==> src/rtl/wts_i2s_pkg.sv <==
// wts_i2s_pkg: shared constants and the 12-to-16 bit sample conversion for the I2S transmitter.
package wts_i2s_pkg;
    localparam int FRAME_BITS = 32;
    localparam int SLOT_BITS = 16;
    localparam int LRCLK_HIGH_FIRST = 15;
    localparam int LRCLK_HIGH_LAST = 30;

    // Left-justify into a 16-bit slot; offset-binary input gets its MSB flipped to become two's complement.
    function automatic logic [15:0] conv12to16(input logic [11:0] x, input logic signed_mode);
        return signed_mode ? {x, 4'b0000} : {~x[11], x[10:0], 4'b0000};
    endfunction
endpackage

==> src/rtl/wts_i2s_tx.sv <==
// wts_i2s_tx: serializes the 12-bit left/right mixer outputs as a Philips I2S stream,
// with BCLK and LRCLK derived from clk by a divider.
module wts_i2s_tx
    import wts_i2s_pkg::*;
#(
    parameter int BCLK_DIV = 8,
    parameter bit INPUT_SIGNED = 0
) (
    input  logic        clk,
    input  logic        reset,
    input  logic        enable,
    input  logic [11:0] left_in,
    input  logic [11:0] right_in,
    output logic        sample_strobe,
    output logic        i2s_bclk,
    output logic        i2s_lrclk,
    output logic        i2s_sdata
);
    localparam int CNT_W = $clog2(FRAME_BITS);
    localparam logic [7:0] DIV_LAST = 8'(BCLK_DIV - 1);

    logic [7:0] div_cnt;
    logic [CNT_W-1:0] bit_cnt;
    logic [FRAME_BITS-1:0] shift;
    logic [SLOT_BITS-1:0] left_word, right_word;
    logic tick, fall, lr_next;
    logic [CNT_W-1:0] n;

    assign left_word = conv12to16(left_in, INPUT_SIGNED);
    assign right_word = conv12to16(right_in, INPUT_SIGNED);
    assign tick = div_cnt == DIV_LAST;
    assign fall = tick && i2s_bclk;
    assign n = bit_cnt + 1'b1;
    // LRCLK switches one bit early so it leads each word's MSB.
    assign lr_next = n >= CNT_W'(LRCLK_HIGH_FIRST) && n <= CNT_W'(LRCLK_HIGH_LAST);

    always_ff @(posedge clk or posedge reset) begin
        if (reset) begin
            div_cnt <= '0;
            bit_cnt <= '1;
            shift <= '0;
            i2s_bclk <= 1'b0;
            i2s_lrclk <= 1'b0;
            i2s_sdata <= 1'b0;
            sample_strobe <= 1'b0;
        end else if (!enable) begin
            div_cnt <= '0;
            bit_cnt <= '1;
            shift <= '0;
            i2s_bclk <= 1'b0;
            i2s_lrclk <= 1'b0;
            i2s_sdata <= 1'b0;
            sample_strobe <= 1'b0;
        end else begin
            div_cnt <= tick ? '0 : div_cnt + 8'd1;
            sample_strobe <= fall && n == '0;
            if (tick)
                i2s_bclk <= ~i2s_bclk;
            if (fall) begin
                bit_cnt <= n;
                i2s_lrclk <= lr_next;
                if (n == '0) begin
                    shift <= {left_word, right_word};
                    i2s_sdata <= left_word[SLOT_BITS-1];
                end else begin
                    shift <= shift << 1;
                    i2s_sdata <= shift[FRAME_BITS-2];
                end
            end
        end
    end
endmodule

==> config.mk <==
export PLATFORM = sky130hd
export DESIGN_NAME = wts_i2s_tx
export DESIGN_NICKNAME = d
export VERILOG_FILES = /design/src/rtl/wts_i2s_pkg.sv /design/src/rtl/wts_i2s_tx.sv
export SDC_FILE = /design/constraint.sdc
export NUM_CORES = 1
export LEC_CHECK = 0
export CAP_MARGIN = 10
export CORE_ASPECT_RATIO = 1.5
export CORE_MARGIN = 3
export CORE_UTILIZATION = 59
export CTS_CLUSTER_DIAMETER = 150
export DETAILED_ROUTE_END_ITERATION = 6
export PLACE_DENSITY = 0.85
export SYNTH_ARGS = -nofsm -noshare
export SYNTH_HDL_FRONTEND = slang
export SYNTH_SLANG_ARGS = --single-unit
==> constraint.sdc <==
create_clock -name clk -period 4.7 [get_ports clk]
set_input_delay 0.94 -clock clk [delete_from_list [all_inputs] [get_ports clk]]
set_output_delay 0.94 -clock clk [all_outputs]
set_load 0.005 [all_outputs]
# Yosys cells after proc, flatten, opt, wreduce, memory -nomap -nowiden
# Cells that the tools add are included.
dict set report word_totals {
  regBits 48
  input_bits 27
  output_inout_bits 4
  wordCells 36
}
dict set report op_classes {
  addsub 2
  order_cmp 2
  n_eq_ne 3
  n_mux 15
  bitwise 3
  n_reduce_logical 4
}
# cell n
set op_table {}
lappend op_table {{$mux W31} 3}
lappend op_table {{$mux W8} 2}
lappend op_table {{$mux W5} 2}
lappend op_table {{$add A8 B1 Y8 const B} 1}
lappend op_table {{$eq A8 B3 Y1 const B} 1}
lappend op_table {{$mux W1} 8}
lappend op_table {{$add A5 B1 Y5 const B} 1}
lappend op_table {{$ge A5 B4 Y1 const B} 1}
lappend op_table {{$le A5 B5 Y1 const B} 1}
lappend op_table {{$logic_not A5 Y1} 1}
lappend op_table {{$ne A2 B1 Y1 const B} 2}
lappend op_table {{$logic_and A1 B1 Y1} 3}
lappend op_table {{$not A1 Y1} 3}

# Logic depth before layout (Yosys ltp)
# Gate-level depths: netlist (run 1).
dict set report logic_depth {
  word_depth 5
  depth_mapped 8
  ltp_nobuf 6
}

# Worst setup path before layout (run 1)
# OpenSTA, ideal clock, no wires.
dict set report synth_timing {
  path_kind {reg2reg}
  from {register bit_cnt[0]}
  to {register i2s_lrclk}
  setup_time_ns 0.087
  arrival_time_ns 1.766
  t_required_ns 4.613
  path_slack_ns 2.847
  stages_incl_launch_ff 7
  path_buffers 0
  period_less_slack_ns 1.853
  path_cell_list {dfstp_2 -> inv_1 -> ha_1 -> a211oi_1 -> o211a_1 -> o311a_1 -> a211oi_2}
}
dict set report synth_via {
  elab_chain_len 5
  elab_cells_between_ends 6
  classes_between {add/sub (1); order compare (2); mux (2); reduce/logical (1)}
}
# element line
set synth_lines {}
lappend synth_lines {{from (decl)} wts_i2s_tx.sv:23} ;# logic [CNT_W-1:0] bit_cnt;
lappend synth_lines {{from (signal assigned)} wts_i2s_tx.sv:60} ;# bit_cnt <= n;
lappend synth_lines {{$add A5 B1 Y5 *} wts_i2s_tx.sv:33} ;# assign n = bit_cnt + 1'b1;
lappend synth_lines {{$ge A5 B4 Y1 / $le A5 B5 Y1 (equally long branches)} wts_i2s_tx.sv:35} ;# assign lr_next = n >= CNT_W'(LRCLK_HIGH_FIRST) && n <= CNT_W'(LRCLK_HIGH_LAST);
lappend synth_lines {{$logic_and A1 B1 Y1 *} wts_i2s_tx.sv:35}
lappend synth_lines {{$mux W1 *} wts_i2s_tx.sv:59} ;# if (fall) begin
lappend synth_lines {{$mux W1 *} wts_i2s_tx.sv:46} ;# end else if (!enable) begin
lappend synth_lines {{to (signal assigned)} wts_i2s_tx.sv:61} ;# i2s_lrclk <= lr_next;
lappend synth_lines {{to (decl)} wts_i2s_tx.sv:16} ;# output logic i2s_lrclk,
# Every way passes the cells marked *; elsewhere a longest branch is shown, timed or not. The select of a mux whose other input is x is not followed.
# A chain may end at the register's enable or synchronous reset.

# Worst setup path after layout (run 1)
dict set report layout_timing {
  from {register bit_cnt[0]}
  to {register shift[13]}
}
dict set report layout_via {
  elab_chain_len 5
}
# element line
set layout_lines {}
lappend layout_lines {{$add A5 B1 Y5} wts_i2s_tx.sv:33}
lappend layout_lines {{$logic_not A5 Y1} wts_i2s_tx.sv:62} ;# if (n == '0) begin
lappend layout_lines {{$mux W31} wts_i2s_tx.sv:62}
lappend layout_lines {{$mux W31} wts_i2s_tx.sv:59}
lappend layout_lines {{$mux W31} wts_i2s_tx.sv:46}
lappend layout_lines {{to (signal assigned)} wts_i2s_tx.sv:63} ;# shift <= {left_word, right_word};
lappend layout_lines {{to (signal assigned)} wts_i2s_tx.sv:66} ;# shift <= shift << 1;
lappend layout_lines {{to (decl)} wts_i2s_tx.sv:24} ;# logic [FRAME_BITS-1:0] shift;
# Every way passes these cells. The select of a mux whose other input is x is not followed.

==> results of run 1 <==
## state kept, by name, indices dropped and copies added, names as in the netlist
register       cells
bit_cnt            5
i2s_sdata          1
i2s_bclk           1
div_cnt            8
sample_strobe      1
i2s_lrclk          1
shift             27
## per-layer routing
layer / GRT usage, % / routed length (µm) / up-vias
li1: - / - / 914
met1: 27.3 / 2050 / 845
met2: 35.4 / 2230 / 35
met3: 4.20 / 140 / 9
met4: 8.35 / 88 / 0
met5: 0 / 0 / -
## critical path: cells and delay by family (launching register included)
kind / cells / cell delay [ns]
AND/OR/NAND/NOR: 2 / 0.31
AO/OA/AOI/OAI: 2 / 0.91
adder cells (fa/ha/maj): 1 / 0.35
flip-flops: 1 / 0.63
## power breakdown
group          switching [W]  total [W]  leakage [nW]  internal (W)
registers         0.00000188   0.000383         0.595      0.000381
clock network       0.000128   0.000340        0.0654      0.000212
logic              0.0000209  0.0000459         0.520     0.0000251
## cells by family (layout without fill, tap and decap cells)
logic type,Yosys count,count (layout),synth area share [%]
and+or+nand+nor,99,99,21.5
AOI/OAI and AO/OA,68,68,18.0
DFF,44,44,48.1
buffers and inverters,22,44,6.85
xor gates and xnor gates,9,9,3.42
adders and majority gates,4,4,2.17
## per-stage QoR
| stage | instance area, µm² | std cells | total power [W] | setup WS (ns) | hold WS (ns) |
|---|---|---|---|---|---|
| final | 2660 | 311 | 0.000769 | 2.41 | 0.466 |
| after global routing | 2660 | 311 | 0.000796 | 2.14 | 0.493 |
| after CTS | 2660 | 311 | 0.000776 | 2.39 | 0.470 |
| after detailed placement | 2530 | 303 | 0.000437 | 2.37 | 0.457 |
| after global placement | 2530 | 303 | 0.000436 | 2.39 | 0.439 |
| after floorplan | 2300 | 246 | 0.000408 | 2.74 | 0.425 |
## how the worst max path moves through the flow
stage                                         end              startpoint  cells after the start
after floorplan              div_cnt[0]$_DFF_PP0_                   reset                      1
after global placement    sample_strobe$_DFF_PP0_                  enable                      4
after detailed placement  sample_strobe$_DFF_PP0_                  enable                      4
after CTS                   shift[13]$_DFFE_PP0P_  bit_cnt[0]$_DFFE_PP1P_                      5
after global routing        shift[27]$_DFFE_PP0P_  bit_cnt[1]$_DFFE_PP1P_                      5
final                       shift[13]$_DFFE_PP0P_  bit_cnt[0]$_DFFE_PP1P_                      5
## cell usage in the layout, fill, tap and decap left out, types with 3 or more instances in the layout
master	instances
sky130_fd_sc_hd__a21oi_1	7
sky130_fd_sc_hd__ha_1	4
sky130_fd_sc_hd__clkbuf_8	5
sky130_fd_sc_hd__a211oi_1	3
sky130_fd_sc_hd__o21ai_0	3
sky130_fd_sc_hd__xnor2_1	3
sky130_fd_sc_hd__nand3_1	10
sky130_fd_sc_hd__and3_1	3
sky130_fd_sc_hd__nand2_1	55
sky130_fd_sc_hd__a31oi_1	21
sky130_fd_sc_hd__nor2_1	9
sky130_fd_sc_hd__inv_1	3
sky130_fd_sc_hd__xor2_1	6
sky130_fd_sc_hd__dfrtp_1	39
sky130_fd_sc_hd__dfstp_2	5
sky130_fd_sc_hd__nand3_2	6
sky130_fd_sc_hd__clkdlybuf4s50_1	30
sky130_fd_sc_hd__o21ai_1	24
## final cells by class
class	count	area [µm²]
Clock buffer	6	72.6
Clock inverter	2	60.1
Fill cell	295	1050
Inverter	4	15.0
Multi-Input combinational cell	180	1040
Sequential cell	44	1110
Tap cell	43	53.8
Timing Repair Buffer	32	315
==> results.md, run 1 <==
- The flow ran to the end, and the final reports show no timing, DRC or antenna violations.
- Clock skew on the completed layout was measured at 0.0113 ns.
- For hold timing, the worst endpoint is div_cnt[0]$_DFF_PP0_.
- The critical path is of the flop to flop type.
- The largest individual stage delay along the critical path comes from the cell sky130_fd_sc_hd__a21oi_2.
- The worst setup path is captured at a flop.
- The via count of the routed design is 1803.
- Ranked by instance count, the synthesized netlist is headed by 55 x sky130_fd_sc_hd__nand2_1, 39 x sky130_fd_sc_hd__dfrtp_1, 24 x sky130_fd_sc_hd__o21ai_1.
- The number of global-route vias before repair is 1661.
- The total setup violations reported at the end of the flow is 0.
- Yosys mapped the design onto 42 distinct sky130hd cell types.
- A synthesized cell averages 9.36 µm².
- The number of nets in the synthesized netlist is 277.
- Data arrives at the worst endpoint at 2.50 ns.
- The hold buffer count at CTS is 0.
- The worst hold path stage count is 1.
- Counting stages on the worst path, the most repeated cell is sky130_fd_sc_hd__nand2_1.
- The worst hold path begins at div_cnt[0]$_DFF_PP0_.
- The core outline area is 3720 µm².
- The normalized max-slew margin is 37.9%.
- The count of cells along the worst register-to-register path is 5.
- The max-slew violation total from the final report is 0.
- The main flop type after synthesis is sky130_fd_sc_hd__dfrtp_1.
- The critical path's largest stage delay is 0.70 ns.
- The die area is 4700 µm².
- Entering global routing, the biggest net connects 51 pins.
- In this run the register-to-register setup slack is 2.41 ns.
- For the worst-skew pair, the clock arrives at the later sink with an insertion delay of 0.30 ns.
- For this run, the top clock speed supported by timing is 437 MHz.
- The leading cell type by number of instances after synthesis is sky130_fd_sc_hd__nand2_1.
- The endpoint identified for the worst register-to-register timing path is shift[13]$_DFFE_PP0P_.
- The number of enable flip-flop cells after synthesis is 0.
- The number of failing hold endpoints at the final stage came to 0.
- The synthesized instance count is 246.
- The Yosys step of the flow raised 0 warnings.
- Wires add up to 4500 µm.
- The DRC violation total after the first TritonRoute iteration is 48.
- Cells fill 71.6% of the core in the end.
- The number of port buffers is 30.
- In this run the worst hold path is classified as flop to flop.
- Sequential cells were found to cover 48.1% of the synthesized design area.
- After layout, the minimum clock period comes to 2.29 ns.
- The cell area that synthesis handed to floorplanning was 2300 µm².
- In the final routed layout, each cell accounts on average for 14.5 µm.
- The library cell used as clock root buffer is sky130_fd_sc_hd__clkbuf_8.
- The chip height is 82.5 µm.
- The startpoint identified for the worst register-to-register timing path is bit_cnt[0]$_DFFE_PP1P_.
- Dividing total power by cell area gives a power density of 289 nW/µm².
- For this design the static power due to leakage is 1.18 nW.
- The biggest area consumer among synthesized cells is sky130_fd_sc_hd__dfrtp_1.
- The detailed placer's ending HPWL is 3080 µm.
- Of all nets on the critical path, the largest fanout is 22.
- The number of cells upsized or downsized after cts is 0.
- The largest vdd supply drop is 431 µV.
- The antenna cell count is 0.
- Traced cell by cell, the critical path runs through ha_1 > nand2_1 > a21oi_2 > nand2_1 > a31oi_1.
- Once the clock tree was built, the setup fixing pass inserted 0 buffers.
- The initial core utilization is 62.0%.
- The initial antenna violation count was 0.
- The net count of the finished layout is 298.
- Cells with a size suffix above 1 make up 10.1% of the layout.
- The synthesized design contains 44 register bits.
- The first global-routing pass estimated 7670 µm of wire.
- In the finished design, the share of the clock period the worst path needs comes to 48.7%.
- The count of max-cap constraint violations is 0.
- Relative to the synthesized area, the layout overhead comes to 15.7%.
- The final total negative setup slack is 0 ns.
- Pin placement for this block handled 31 I/O pins.
- Clock-pin slew was measured on the worst setup and hold paths at 0.09 ns.
- Setup repair after global routing left no endpoint under its margin.
- In this run the deepest clock path goes through 2 buffers.
- The global-route congestion overflow total is 0.
- STA puts the critical path data required time at 4.91 ns.
- The global routing usage summed across all routing layers is 21.2%.
- Of the post-synthesis cell area, the dominant cell type holds 42.4%.
- The number of vias per cell is 5.80.
- For this run, the detailed router's first-pass iteration total came to 4.
- At the pin with the least slew margin, the transition time is 0.931 ns.
- The number of H-tree levels is 2.
- In this run the remaining antenna-violating nets after routing total 0.
- The number of standard-cell rows in the floorplan is 27.
- The TritonCTS buffer count is 5.
- Measured along the x axis, the die boundary spans 57.0 µm.
- By area the synthesized netlist is led by sky130_fd_sc_hd__dfrtp_1 42%, sky130_fd_sc_hd__nand2_1 9.0%, sky130_fd_sc_hd__a31oi_1 5.7%.
- The clock tree from TritonCTS is done.
- For this design, the sink count on the clock tree is 44.
- For this run, design rule violations remaining after detail routing come to 0.
- The worst setup path is launched from a flop.
- The congestion estimate from routability-driven global placement came to 0.905.
- Of all flip-flops after synthesis, the portion carrying an async set or reset was 100%.
Power figures use the tool's default switching activity.
==> run 2, diff against run 1 <==
CORE_UTILIZATION = 49   (was 59)
PLACE_DENSITY = 0.75   (was 0.85)
clock period = 2 ns   (was 4.7 ns; I/O delays follow)
==> run 2 against run 1 <==
Critical path depth increased by 1. Via count increased by 3.6%. Design area increased by 5.6%. Worst hold slack got worse by 0.040 ns. Global-route usage decreased by 2.2 points. Largest cell class unchanged.
==> results.md, run 2 (same netlist as run 1, synthesis figures left out) <==
- The largest vdd supply drop is 526 µV (+22%).
- The post-placement setup slack came to 0.0831 ns (-2.28 ns).
- The required arrival time at the worst endpoint is 2.22 ns (-2.69 ns).
- The clock slew seen by the registers of the worst setup and hold paths came to 0.09 ns (about the same).
- The area taken by flip-flops and latches is 1110 µm² (unchanged).
- The global routing usage summed across all routing layers is 19.0% (-2.2 points).
- Clock tree synthesis selected as its root buffer the cell sky130_fd_sc_hd__clkbuf_8.
- The global-route congestion overflow total is 0 (unchanged).
- The DRC violation total after the first TritonRoute iteration came to 89 (+85%).
- The detailed placer's ending HPWL came to 3250 µm (+5.6%).
- The number of fill cells is 378 (+28%).
- The number of search-and-repair iterations in the first detailed-routing pass is 4 (unchanged).
- The total wire length is 4770 µm (+6.0%).
- The run finished with clean final reports.
- The number of vias per cell is 5.49 (-5.2%).
- The critical path launch point type is a flop.
- The slack of the critical path is 0.147 ns (-2.26 ns).
- The number of ports placed on the die boundary is 31 (unchanged).
- The post-route clock skew is 0.0140 ns (+0.00268 ns).
- The antenna cell count is 0 (unchanged).
- The die area is 5570 µm² (+19%).
- The total power density per cell area is 695 nW/µm² (+140%).
- The max-slew violation total from the final report is 0 (unchanged).
- The fraction of final layout cells with drive strength greater than 1 is 13.7% (+3.6 points).
- The hold buffer count at CTS is 0 (unchanged).
- The detailed-route wire length per cell came to 14.0 µm (-3.0%).
- The normalized max-slew margin is 81.3% (+43 points).
- The time the final worst path needs with I/O delays and setup is 1.85 ns (-0.437 ns).
- The routability congestion estimate from global placement was 0.909 (+0.43%).
- The clock tree buffer depth was 2 (unchanged).
- The area occupied by multi-input gates came to 1040 µm² (unchanged).
- The number of port buffers came to 30 (unchanged).
- The number of clock sinks seen by CTS is 44 (unchanged).
- The overall die width was 62.0 µm (+8.7%).
- The count of max-cap constraint violations is 0 (unchanged).
- The total DRC errors in the routed layout is 0 (unchanged).
- The most flop-heavy register is shift.
- Setup repair after global routing left no endpoint under its margin.
- Walking the worst path, the cells encountered are inv_1 > ha_1 > a211oi_1 > o211a_1 > o311a_1 > a211oi_2.
- The initial antenna violation count is 0 (unchanged).
- The number of cells upsized or downsized after cts was 0 (unchanged).
- The final net count is 308 (+3.4%).
- The cell type of the slowest stage on the worst timing path is sky130_fd_sc_hd__dfstp_2.
- The core outline area came to 4390 µm² (+18%).
- The final total negative setup slack is 0 ns (unchanged).
- The largest net degree at the start of global routing is 49 (-3.9%).
- The number of H-tree levels is 2 (unchanged).
- The static leakage is 1.24 nW (+5.2%).
- The area added between synthesis and finish is 22.2%.
- The initial core utilization is 52.4% (-9.5 points).
- The commonest non-fill, non-tap cell in the layout is sky130_fd_sc_hd__nand2_1.
- In the final layout, the registers with the most flip-flops are shift x27, div_cnt x8, bit_cnt x5.
- The final antenna-violating net count is 0 (unchanged).
- The chip height is 90.0 µm (+9.0%).
- The wire length of the first global-routing pass is 8280 µm (+8.0%).
- The TritonCTS buffer count is 5 (unchanged).
- The number of global-route vias before repair was 1776 (+6.9%).
- The number of buffers inserted by post-CTS setup repair was 0 (unchanged).
- The transition time of the tightest slew-check pin is 0.279 ns (-0.652 ns).
- The top cell family by delay on the critical path is compound AO/OA/AOI/OAI gates.
- The number of standard-cell rows in the floorplan came to 29 (+7.4%).
- The part of the cycle the worst path needs is 92.7% (+44 points).
- The worst min-delay path class is input pin to async pin.
- The largest fanout on the critical path is 6 (-73%).
- The total design power came to 0.00196 W (+150%).
- The critical path's largest stage delay came to 0.59 ns (-0.11 ns).
- The total setup violations reported at the end of the flow is 0 (unchanged).
- The via count of the routed design is 1868 (+3.6%).
- The capturing element type of the critical path is a flop.
- The data arrival time of the worst path was 2.07 ns (-0.43 ns).
- The buffering stage count on the worst path with inverters included is 1 (+1).
- The clock latency of the later-clocked register in the worst-skew pair is 0.30 ns (about the same).
- TritonCTS built the clock tree.
- The maximum clock frequency came to 540 MHz (+24%).
- In the layout the commonest cells are 55 x sky130_fd_sc_hd__nand2_1, 39 x sky130_fd_sc_hd__dfrtp_1, 30 x sky130_fd_sc_hd__clkdlybuf4s50_1.
- The type of the worst setup path is flop to flop.
- The number of failing hold endpoints at the final stage is 0 (unchanged).
- The number of flip-flops under the largest register name is 27 (unchanged).
==> run 2: cell types whose count changed in the layout (fill, tap and decap cells not counted) <==
cell                        change
sky130_fd_sc_hd__inv_1          -1
sky130_fd_sc_hd__clkbuf_1       -1
sky130_fd_sc_hd__buf_4          +8
sky130_fd_sc_hd__clkinv_1       +1
sky130_fd_sc_hd__bufinv_16      +1
sky130_fd_sc_hd__buf_12         +2
==> run 2: per-stage QoR <==
stage	hold slack [ns]	utilization, %	cell area, µm²	cells
2_1_floorplan	0.425	-	2300	246
3_3_place_gp	0.437	60.1	2640	330
3_5_place_dp	0.446	60.1	2640	330
4_1_cts	0.445	63.7	2800	338
5_1_grt	0.474	64.1	2810	340
6_report	0.426	64.1	2810	340
==> run 2: tightest hold or removal path, cell delays in order <==
cell                              delay [ns]
sky130_fd_sc_hd__clkdlybuf4s50_1        0.40
sky130_fd_sc_hd__clkinv_1               0.07
sky130_fd_sc_hd__buf_12                 0.23
==> run 2: worst paths after layout <==
kind | to | slack [ns] | depth (start not counted) | startpoint
worst max-delay path | i2s_lrclk$_DFFE_PP0P_ | 0.15 | 6 | bit_cnt[0]$_DFFE_PP1P_
max in group asynchronous | bit_cnt[0]$_DFFE_PP1P_ | 1.31 | 3 | reset
worst min register to register | div_cnt[0]$_DFF_PP0_ | 0.46 | 1 | div_cnt[0]$_DFF_PP0_
min in group clk | div_cnt[0]$_DFF_PP0_ | 0.46 | 1 | div_cnt[0]$_DFF_PP0_
worst max register to register | i2s_lrclk$_DFFE_PP0P_ | 0.15 | 6 | bit_cnt[0]$_DFFE_PP1P_
worst min-delay path | i2s_bclk$_DFFE_PP0P_ | 0.43 | 3 | reset
==> run 2: final cells by class <==
class                   count  share of cell area, %
inverters                   4                  0.534
clock buffers               5                   2.45
multi-input cells         180                   36.9
clock inverters             3                   3.20
flip-flops and latches     44                   39.4
well taps                  62                   2.76
repair buffers             42                   14.8
==> run 2: metal layers <==
| metal | up-vias | GRT usage [%] | routed length (µm) |
|---|---|---|---|
| met1 | 901 | 26.2 | 2070 |
| met5 | - | 0 | 0 |
| met4 | 0 | 5.66 | 62 |
| li1 | 924 | - | - |
| met3 | 6 | 3.44 | 175 |
| met2 | 37 | 29.8 | 2460 |
==> run 2: where the power goes <==
| part | switching, W | internal [W] | total [W] |
|---|---|---|---|
| Combinational | 0.0000502 | 0.0000630 | 0.000113 |
| Clock | 0.000319 | 0.000625 | 0.000944 |
| Sequential | 0.00000427 | 0.000895 | 0.000899 |
==> run 3, diff against run 2 <==
CAP_MARGIN = 40   (was 10)
==> results of run 3 <==
The final DEF is identical to that of run 2; final timing and power are the same.
